File: src/rtl/alu_pkg.sv
// Shared definitions for the serial ALU operand interface: opcodes,
// host-driver state encoding and the two-byte-result helper.
package alu_pkg;

  // Opcode carried on req_op / alu_op.
  typedef enum logic [1:0] {
    OP_ADD = 2'b00,
    OP_SUB = 2'b01,
    OP_MUL = 2'b10,
    OP_DIV = 2'b11
  } op_t;

  // Host-driver sequencing states.
  typedef enum logic [2:0] {
    ST_IDLE    = 3'd0,
    ST_BEAT_A  = 3'd1,
    ST_BEAT_B  = 3'd2,
    ST_WAIT    = 3'd3,
    ST_CAPT_LO = 3'd4,
    ST_RESP    = 3'd5
  } drv_state_t;

  // Mul and div return two result bytes (hi/rem first, then lo/quot).
  function automatic logic is_two_byte(input op_t op);
    return op[1];
  endfunction

endpackage

File: src/rtl/alu_host_driver.sv
// Purpose: turns one parallel (op, A, B) request into the ALU's two-beat operand
// sequence, collects the 1- or 2-byte result and returns it on a valid/ready port.
// Latency: accept->rsp_valid is 3 cycles (add/sub) or 4 (mul/div) plus ALU compute.
// Backpressure: req_ready only in IDLE; the response is held until rsp_ready.
// Optional: ALU_HOST_DRIVER_TIMEOUT_EN adds a WAIT-state timeout (TIMEOUT_CYCLES).
module alu_host_driver
  import alu_pkg::*;
#(
  parameter int TIMEOUT_CYCLES = 64,
  parameter int CNT_W          = 7
) (
  input  logic        clk,
  input  logic        rst,
  input  logic        req_valid,
  output logic        req_ready,
  input  logic [1:0]  req_op,
  input  logic [7:0]  req_a,
  input  logic [7:0]  req_b,
  output logic [1:0]  alu_op,
  output logic [7:0]  alu_in,
  output logic        alu_valid,
  input  logic [7:0]  alu_o,
  input  logic        alu_ready,
  output logic        rsp_valid,
  input  logic        rsp_ready,
  output logic [15:0] rsp_data,
  output logic        rsp_err
);

  // The wait counter must be able to represent the timeout value.
  localparam bit CFG_OK = (TIMEOUT_CYCLES > 0) && (TIMEOUT_CYCLES < (1 << CNT_W));
  generate
    if (!CFG_OK) begin : g_bad_cnt_w
      $error("alu_host_driver: CNT_W cannot hold TIMEOUT_CYCLES");
    end
  endgenerate

  drv_state_t  state_q, state_d;
  op_t         op_q, op_d;
  logic [7:0]  a_q, a_d;
  logic [7:0]  b_q, b_d;
  logic [15:0] rsp_data_q, rsp_data_d;
  logic        rsp_err_q, rsp_err_d;

`ifdef ALU_HOST_DRIVER_TIMEOUT_EN
  logic [CNT_W-1:0] cnt_q, cnt_d;
  localparam logic [CNT_W-1:0] CNT_LAST = CNT_W'(TIMEOUT_CYCLES - 1);
`endif

  // Next-state, operand capture, result capture and pin drive.
  always_comb begin
    state_d    = state_q;
    op_d       = op_q;
    a_d        = a_q;
    b_d        = b_q;
    rsp_data_d = rsp_data_q;
    rsp_err_d  = rsp_err_q;
`ifdef ALU_HOST_DRIVER_TIMEOUT_EN
    cnt_d      = cnt_q;
`endif
    req_ready  = 1'b0;
    alu_valid  = 1'b0;
    alu_in     = 8'h00;
    alu_op     = 2'b00;
    rsp_valid  = 1'b0;

    case (state_q)
      ST_IDLE: begin
        // Not ready while reset is held, even though the state reads IDLE.
        req_ready = !rst;
        if (req_valid) begin
          op_d    = op_t'(req_op);
          a_d     = req_a;
          b_d     = req_b;
          state_d = ST_BEAT_A;
        end
      end

      ST_BEAT_A: begin
        alu_valid = 1'b1;
        alu_in    = a_q;
        alu_op    = op_q;
        state_d   = ST_BEAT_B;
      end

      ST_BEAT_B: begin
        alu_in  = b_q;
        alu_op  = op_q;
`ifdef ALU_HOST_DRIVER_TIMEOUT_EN
        cnt_d   = '0;
`endif
        state_d = ST_WAIT;
      end

      ST_WAIT: begin
        alu_in = b_q;
        alu_op = op_q;
        if (alu_ready) begin
          // A ready on the expiry cycle still takes the normal capture path.
          rsp_err_d = 1'b0;
          if (is_two_byte(op_q)) begin
            rsp_data_d = {alu_o, 8'h00};
            state_d    = ST_CAPT_LO;
          end else begin
            rsp_data_d = {8'h00, alu_o};
            state_d    = ST_RESP;
          end
        end
`ifdef ALU_HOST_DRIVER_TIMEOUT_EN
        else if (cnt_q == CNT_LAST) begin
          rsp_err_d  = 1'b1;
          rsp_data_d = 16'hFFFF;
          state_d    = ST_RESP;
        end else begin
          cnt_d = cnt_q + CNT_W'(1);
        end
`endif
      end

      ST_CAPT_LO: begin
        // The ALU must deliver the low byte back-to-back with the high byte.
        alu_in = b_q;
        alu_op = op_q;
        if (alu_ready) begin
          rsp_data_d[7:0] = alu_o;
        end else begin
          rsp_err_d = 1'b1;
        end
        state_d = ST_RESP;
      end

      ST_RESP: begin
        rsp_valid = 1'b1;
        if (rsp_ready) begin
          rsp_err_d = 1'b0;
          state_d   = ST_IDLE;
        end
      end

      default: begin
        state_d = ST_IDLE;
      end
    endcase
  end

  // State and datapath registers; reset clears everything at once.
  always_ff @(posedge clk or posedge rst) begin
    if (rst) begin
      state_q    <= ST_IDLE;
      op_q       <= OP_ADD;
      a_q        <= 8'h00;
      b_q        <= 8'h00;
      rsp_data_q <= 16'h0000;
      rsp_err_q  <= 1'b0;
    end else begin
      state_q    <= state_d;
      op_q       <= op_d;
      a_q        <= a_d;
      b_q        <= b_d;
      rsp_data_q <= rsp_data_d;
      rsp_err_q  <= rsp_err_d;
    end
  end

`ifdef ALU_HOST_DRIVER_TIMEOUT_EN
  // Wait-cycle counter for the timeout abort.
  always_ff @(posedge clk or posedge rst) begin
    if (rst) begin
      cnt_q <= '0;
    end else begin
      cnt_q <= cnt_d;
    end
  end
`endif

  assign rsp_data = rsp_data_q;
  assign rsp_err  = rsp_err_q;

endmodule

File: config.mk
export PLATFORM = sky130hd
export DESIGN_NAME = alu_host_driver
export DESIGN_NICKNAME = d
export VERILOG_FILES = /design/src/rtl/alu_pkg.sv /design/src/rtl/alu_host_driver.sv
export SDC_FILE = /design/constraint.sdc
export NUM_CORES = 1
export LEC_CHECK = 0
export ABC_AREA = 1
export BUFFER_PORTS_ARGS = -buffer_cell sky130_fd_sc_hd__buf_4
export CAP_MARGIN = 10
export CELL_PAD_IN_SITES_DETAIL_PLACEMENT = 1
export CELL_PAD_IN_SITES_GLOBAL_PLACEMENT = 1
export CORE_MARGIN = 2
export CORE_UTILIZATION = 36
export DETAILED_ROUTE_END_ITERATION = 8
export GPL_ROUTABILITY_DRIVEN = 0
export PLACE_DENSITY = 0.76
export RECOVER_POWER = 50
export SYNTH_ARGS = -nofsm -noshare
export SYNTH_HDL_FRONTEND = slang
export SYNTH_SLANG_ARGS = --single-unit
File: constraint.sdc
create_clock -name clk -period 1.7 [get_ports clk]
set_input_delay 0.17 -clock clk [delete_from_list [all_inputs] [get_ports clk]]
set_output_delay 0.17 -clock clk [all_outputs]
set_load 0.005 [all_outputs]
==> results.ini, run 1 <==
[route]
viasPerCell=4.70
ant_nets=0
wirelength_mm=4.63
drc=0
wl_per_cell_um=13.3
vias=1637
drtIter0Drc=46
first_pass_iters=4

[floorplan]
fp.dieW_um=74.5
die_area_um2=5550
core_area_um2=4750
top_level_ports=61
initial_utilization=0.376
rows=25
die_y_um=74.5

[setup_path]
path_class=reg2out
cpPeakStageDelay_ps=440
reg2reg_to=rsp_data[15]
critPathCaptureType=output pin
cp_top_family=flip-flops
crit_required_ps=1530
worstPathArrival_ps=1450
reg2reg_from=state_q[2]
rrSetupSlack_ps=240
start_kind=register
worst_path_max_delay_cell=dfrtp_2
worstPathMaxFanout=8
r2r_cells=6
cp.buffers_inverters=2
cp_cell_sequence=inv_2 -> nand2_4 -> nor2_4 -> a21oi_4 -> o21ai_1 -> buf_4

[timing]
final-max-slew-violation-count=0
final.period_utilization=0.950
timing.hold.ws_ps=98.9
setup_viol=0
slew_headroom=0.358
tightestPinTransition_ps=963
fin_skew_ps=5.71
hold_viol=0
finalCriticalPeriod_ps=1620
rsz0062_at_grt=false
fmax_mhz=619
setup_tns_ps=0

[cts]
numCtsBuffers=5
cts.reportedPaths.clkPinSlew_ps=70
cts_max_path_buffers=2
holdBufCountCts=0
clock_latency_ps=290
tritoncts=built
htreeDepth=2
cts_num_sinks=38
clockRootBuffer=clkbuf_8

[synthesis]
synth_fp_nets=243
synth.distinct_cells=21
syn-cell-area_um2=1790
syn_inst=212
ys_ff_latch=38
yosysWarnings=0
yosysSeqAreaShare=0.531
syn_avg_cell_area_um2=8.44

[placed_design]
dp_hpwl_mm=3.42
io_buffers=60

[finish]
area_growth_pct=35.7
n_fill_cell=591
drive_gt1_frac=0.324
nNetsFinal=312
n_antenna_cell=0

[power]
p_leak_nw=1.29
ir_worst_vdd_mv=0.670
pwr_density_cell_nw_per_um2=1730

[worst_hold_path]
min_path_type=in2reg
min_from=alu_o[2]
holdPathStages=3
holdPathEnd=rsp_data[2]

[run_status]
status=complete, no violations

[global_route]
grt_max_degree=39
grt_first_pass_wirelength_mm=7.58
grt_antenna_before_repair=0
grt_usage=0.182
gr-total-overflow=0
grt_pass1_vias=1705

[job]
maxCapViolations=0

[cell usage after synthesis]
| cell | count | area, um2 |
|---|---|---|
| dfrtp_1 | 38 | 951 |
| nor2_1 | 23 | 86.3 |
| a21oi_1 | 12 | 60.1 |
| a21oi_2 | 3 | 26.3 |
| o22ai_1 | 3 | 18.8 |
| o21bai_1 | 1 | 7.51 |
| o21ai_0 | 22 | 110 |
| nand4_1 | 3 | 18.8 |
| nand2_1 | 43 | 161 |
| nand3_1 | 18 | 90.1 |
| inv_2 | 2 | 7.51 |
| buf_6 | 5 | 56.3 |
| nand2_4 | 1 | 11.3 |
| nor2_2 | 1 | 6.26 |
| nand3_4 | 1 | 17.5 |
| nor2_4 | 2 | 22.5 |
| inv_1 | 30 | 113 |
| nand2_2 | 1 | 6.26 |
| buf_1 | 1 | 3.75 |
| buf_2 | 1 | 5.00 |
| nand3_2 | 1 | 10.0 |
[state kept, by name, indices dropped and copies added, names as in the netlist]
| signal | cells |
|---|---|
| rsp_err | 1 |
| b_q | 8 |
| rsp_data | 16 |
| a_q | 8 |
| op_q | 2 |
| state_q | 3 |
[routing by layer]
layer  global-route usage  part of all wire  vias up
li1                     -                 -      810
met1                0.218              0.44      773
met2                0.319              0.49       48
met3               0.0474             0.063        6
met4               0.0595             0.014        0
met5                    0                 0        -
[worst max path at each step]
stage,start,end,cells after the start,slack (ps)
final,state_q[0],alu_in[6],6,80
after global routing,state_q[0],alu_in[0],5,4
after CTS,state_q[2],alu_op[0],6,4
after detailed placement,state_q[0],alu_in[6],6,80
after global placement,state_q[0],alu_in[3],6,150
after floorplan,state_q[0],alu_in[3],6,430
[power breakdown]
group	total, mW	leakage (nW)	internal, mW	switching, mW
sequential	1.52	0.459	1.30	0.215
combinational	2.09	0.790	0.982	1.11
clock	0.589	0.0383	0.282	0.306
[kinds of logic (layout without fill, tap and decap cells)]
| group | count (synthesis) | in the layout | synth area share |
|---|---|---|---|
| buf+inv | 39 | 108 | 0.103 |
| flops | 38 | 38 | 0.531 |
| compound gates | 41 | 41 | 0.124 |
| simple gates | 94 | 94 | 0.241 |
[cell usage in the layout (no fill, tap or decap)]
cell and count:
clkbuf_2 1, o21ai_0 18, dfrtp_2 1, nor2_1 22, nand4_1 3, o21bai_1 1
nor2_4 3, inv_2 3, a21oi_4 1, a21oi_2 2, nand2_1 42, clkbuf_8 5
clkbuf_4 13, a21oi_1 12, inv_1 28, inv_4 1, nand2_4 2, nand3_2 2
nand3_4 1, buf_4 54, o21ai_1 4, nor2_2 1, nand3_1 17, nand2_2 1
o22ai_1 3, clkbuf_1 3, dfrtp_1 37
[repair_timing]
| action | 4_1_cts | 5_1_grt |
|---|---|---|
| pin swaps | 0 | 1 |
| setup buffers | 1 | 4 |
| setup endpoints to repair | 8 | 11 |
| resized for setup | 8 | 6 |
[cell type report]
| type | instances | area (um2) | area share |
|---|---|---|---|
| clock buffers | 7 | 76.3 | 0.0314 |
| multi-input cells | 135 | 681 | 0.280 |
| inverters | 32 | 123 | 0.0505 |
| well taps | 67 | 83.8 | 0.0345 |
| repair buffers | 69 | 512 | 0.211 |
| flip-flops and latches | 38 | 952 | 0.392 |
[worst min-delay path: stages]
cell and delay (ps):
buf_4 90, nand2_1 40, o21ai_0 60
[metrics by stage]
step	cells	util	cell area (um2)	total power, mW	worst slack (ps)
floorplan	212	-	1790	2.60	433
finish	348	0.511	2430	4.20	84.7
detailed placement	336	0.481	2290	3.51	78.2
global route	348	0.511	2430	4.58	4.00
CTS	344	0.503	2390	4.18	4.08
global placement	336	0.481	2290	3.43	149
No activity file was read; power rests on OpenSTA's default activity.
==> run 2: changes to the inputs <==
- HOLD_SLACK_MARGIN: unset -> 0.15
- REMOVE_ABC_BUFFERS: unset -> 1
==> results.ini, run 2 (same netlist as run 1, synthesis figures left out) <==
[run_status]
status=complete, no violations

[finish]
multiInputGateArea_um2=684  ; +0.55%
mostFrequentLayoutCell=buf_4
final_cell_mix=54 x buf_4, 42 x nand2_1, 38 x dfrtp_1
n_fill_cell=581  ; -1.7%
largest_reg_flops=16  ; unchanged
drive_gt1_frac=0.299  ; -0.0251
nNetsFinal=338  ; +8.3%
seq_area_um2=951  ; -0.13%
area_growth_pct=50.6
fin_cells=375  ; +7.8%
n_antenna_cell=0  ; unchanged

[cts]
clockRootBuffer=clkbuf_8
cts_num_sinks=38  ; unchanged
cts.reportedPaths.clkPinSlew_ps=70  ; about the same
htreeDepth=2  ; unchanged
numCtsBuffers=5  ; unchanged
cts_max_path_buffers=2  ; unchanged
tritoncts=built
clock_latency_ps=280  ; about the same

[floorplan]
rows=25  ; unchanged
initial_utilization=0.376  ; unchanged
fp.dieW_um=74.5  ; unchanged
top_level_ports=61  ; unchanged
core_area_um2=4750  ; unchanged
die_y_um=74.5  ; unchanged
die_area_um2=5550  ; unchanged

[placed_design]
dp_cells=339  ; +0.89%
io_buffers=60  ; unchanged
dp_hpwl_mm=3.45  ; +1.2%

[timing]
rsz0062_at_grt=false
final.period_utilization=0.929  ; -0.0210
final-max-slew-violation-count=0  ; unchanged
fin_skew_ps=3.84  ; -1.87 ps
tightestPinTransition_ps=824  ; -140 ps
setup_viol=0  ; unchanged
finalCriticalPeriod_ps=1580  ; -35.7 ps
hold_viol=0  ; unchanged
fmax_mhz=633  ; +2.3%
setup_tns_ps=0  ; unchanged
slew_headroom=0.451  ; +0.0933

[setup_path]
worstPathArrival_ps=1410  ; -40 ps
critPathCaptureType=output pin
start_kind=register
worstPathMaxFanout=13  ; +5
path_class=reg2out
crit_required_ps=1530  ; about the same

[route]
drc=0  ; unchanged
vias=1778  ; +8.6%
ant_nets=0  ; unchanged
wirelength_mm=5.30  ; +14%
first_pass_iters=4  ; unchanged
drtIter0Drc=46  ; unchanged
wl_per_cell_um=14.1  ; +6.2%
viasPerCell=4.74  ; +0.79%

[job]
maxCapViolations=0  ; unchanged

[power]
p_leak_nw=1.40  ; +9.0%
pwr_density_cell_nw_per_um2=1620  ; -6.7%
ir_worst_vdd_mv=0.838  ; +25%

[global_route]
gr-total-overflow=0  ; unchanged
grt_usage=0.199  ; +0.0164
grt_max_degree=32  ; -18%
grt_first_pass_wirelength_mm=8.36  ; +10%
grt_pass1_vias=1822  ; +6.9%
grt_antenna_before_repair=0  ; unchanged

[worst_hold_path]
min_path_type=in2reg

-- run 2: final cells by class --
cell class	count	area share
inverter	32	0.0455
multi-input combinational	135	0.254
clock buffer	7	0.0320
timing repair buffer	95	0.283
sequential	38	0.353
tap	67	0.0311
clock inverter	1	0.00186
-- run 2: per-layer routing --
| metal | vias up | wire, um | GRT usage | share of wire |
|---|---|---|---|---|
| met5 | - | 0 | 0 | 0 |
| met4 | 0 | 68 | 0.0556 | 0.013 |
| met3 | 7 | 255 | 0.0501 | 0.048 |
| met2 | 43 | 2750 | 0.353 | 0.52 |
| met1 | 865 | 2230 | 0.238 | 0.42 |
| li1 | 863 | - | - | - |
-- run 2: what timing repair did --
| action | CTS | global route |
|---|---|---|
| endpoints found under the setup margin | 6 | 11 |
| hold buffers | 25 | 0 |
| gates resized for setup | 1 | 13 |
| pin swaps | 0 | 2 |
| hold endpoints to repair | 69 | 0 |
| buffers inserted | 0 | 3 |
| gates cloned | 0 | 0 |
-- run 2: critical path: stages, from the launching register on --
cell,delay (ps)
dfrtp_1,380
buf_4,160
nand3_4,170
nand2_2,90
nor2_2,140
nor2_1,50
buf_4,130
-- run 2: where the power goes --
group | switching, mW | internal [mW] | total (mW)
clock | 0.308 | 0.327 | 0.636
combinational | 1.18 | 1.02 | 2.20
sequential | 0.216 | 1.30 | 1.52
total | 1.70 | 2.65 | 4.36
-- run 2: stage by stage --
stage	hold WS (ps)	util	setup slack (ps)	area (um2)	power [mW]
2_1_floorplan	291	-	418	1720	2.50
3_3_place_gp	227	0.486	331	2310	3.47
3_5_place_dp	231	0.486	273	2310	3.54
4_1_cts	153	0.558	5.08	2660	4.25
5_1_grt	171	0.567	9.94	2700	4.71
6_report	153	0.567	120	2700	4.36
-- run 2: path summary, 6_finish.rpt --
kind | from | to | slack, ps | depth (start not counted)
hold reg to reg | a_q[3] | a_q[3] | 490 | 2
min in group asynchronous | rst | a_q[2] | 650 | 4
max in group asynchronous | rst | a_q[4] | 470 | 4
setup / recovery | state_q[0] | alu_op[0] | 120 | 6
hold / removal | req_a[1] | a_q[1] | 150 | 3
setup reg to reg | state_q[1] | op_q[0] | 250 | 7
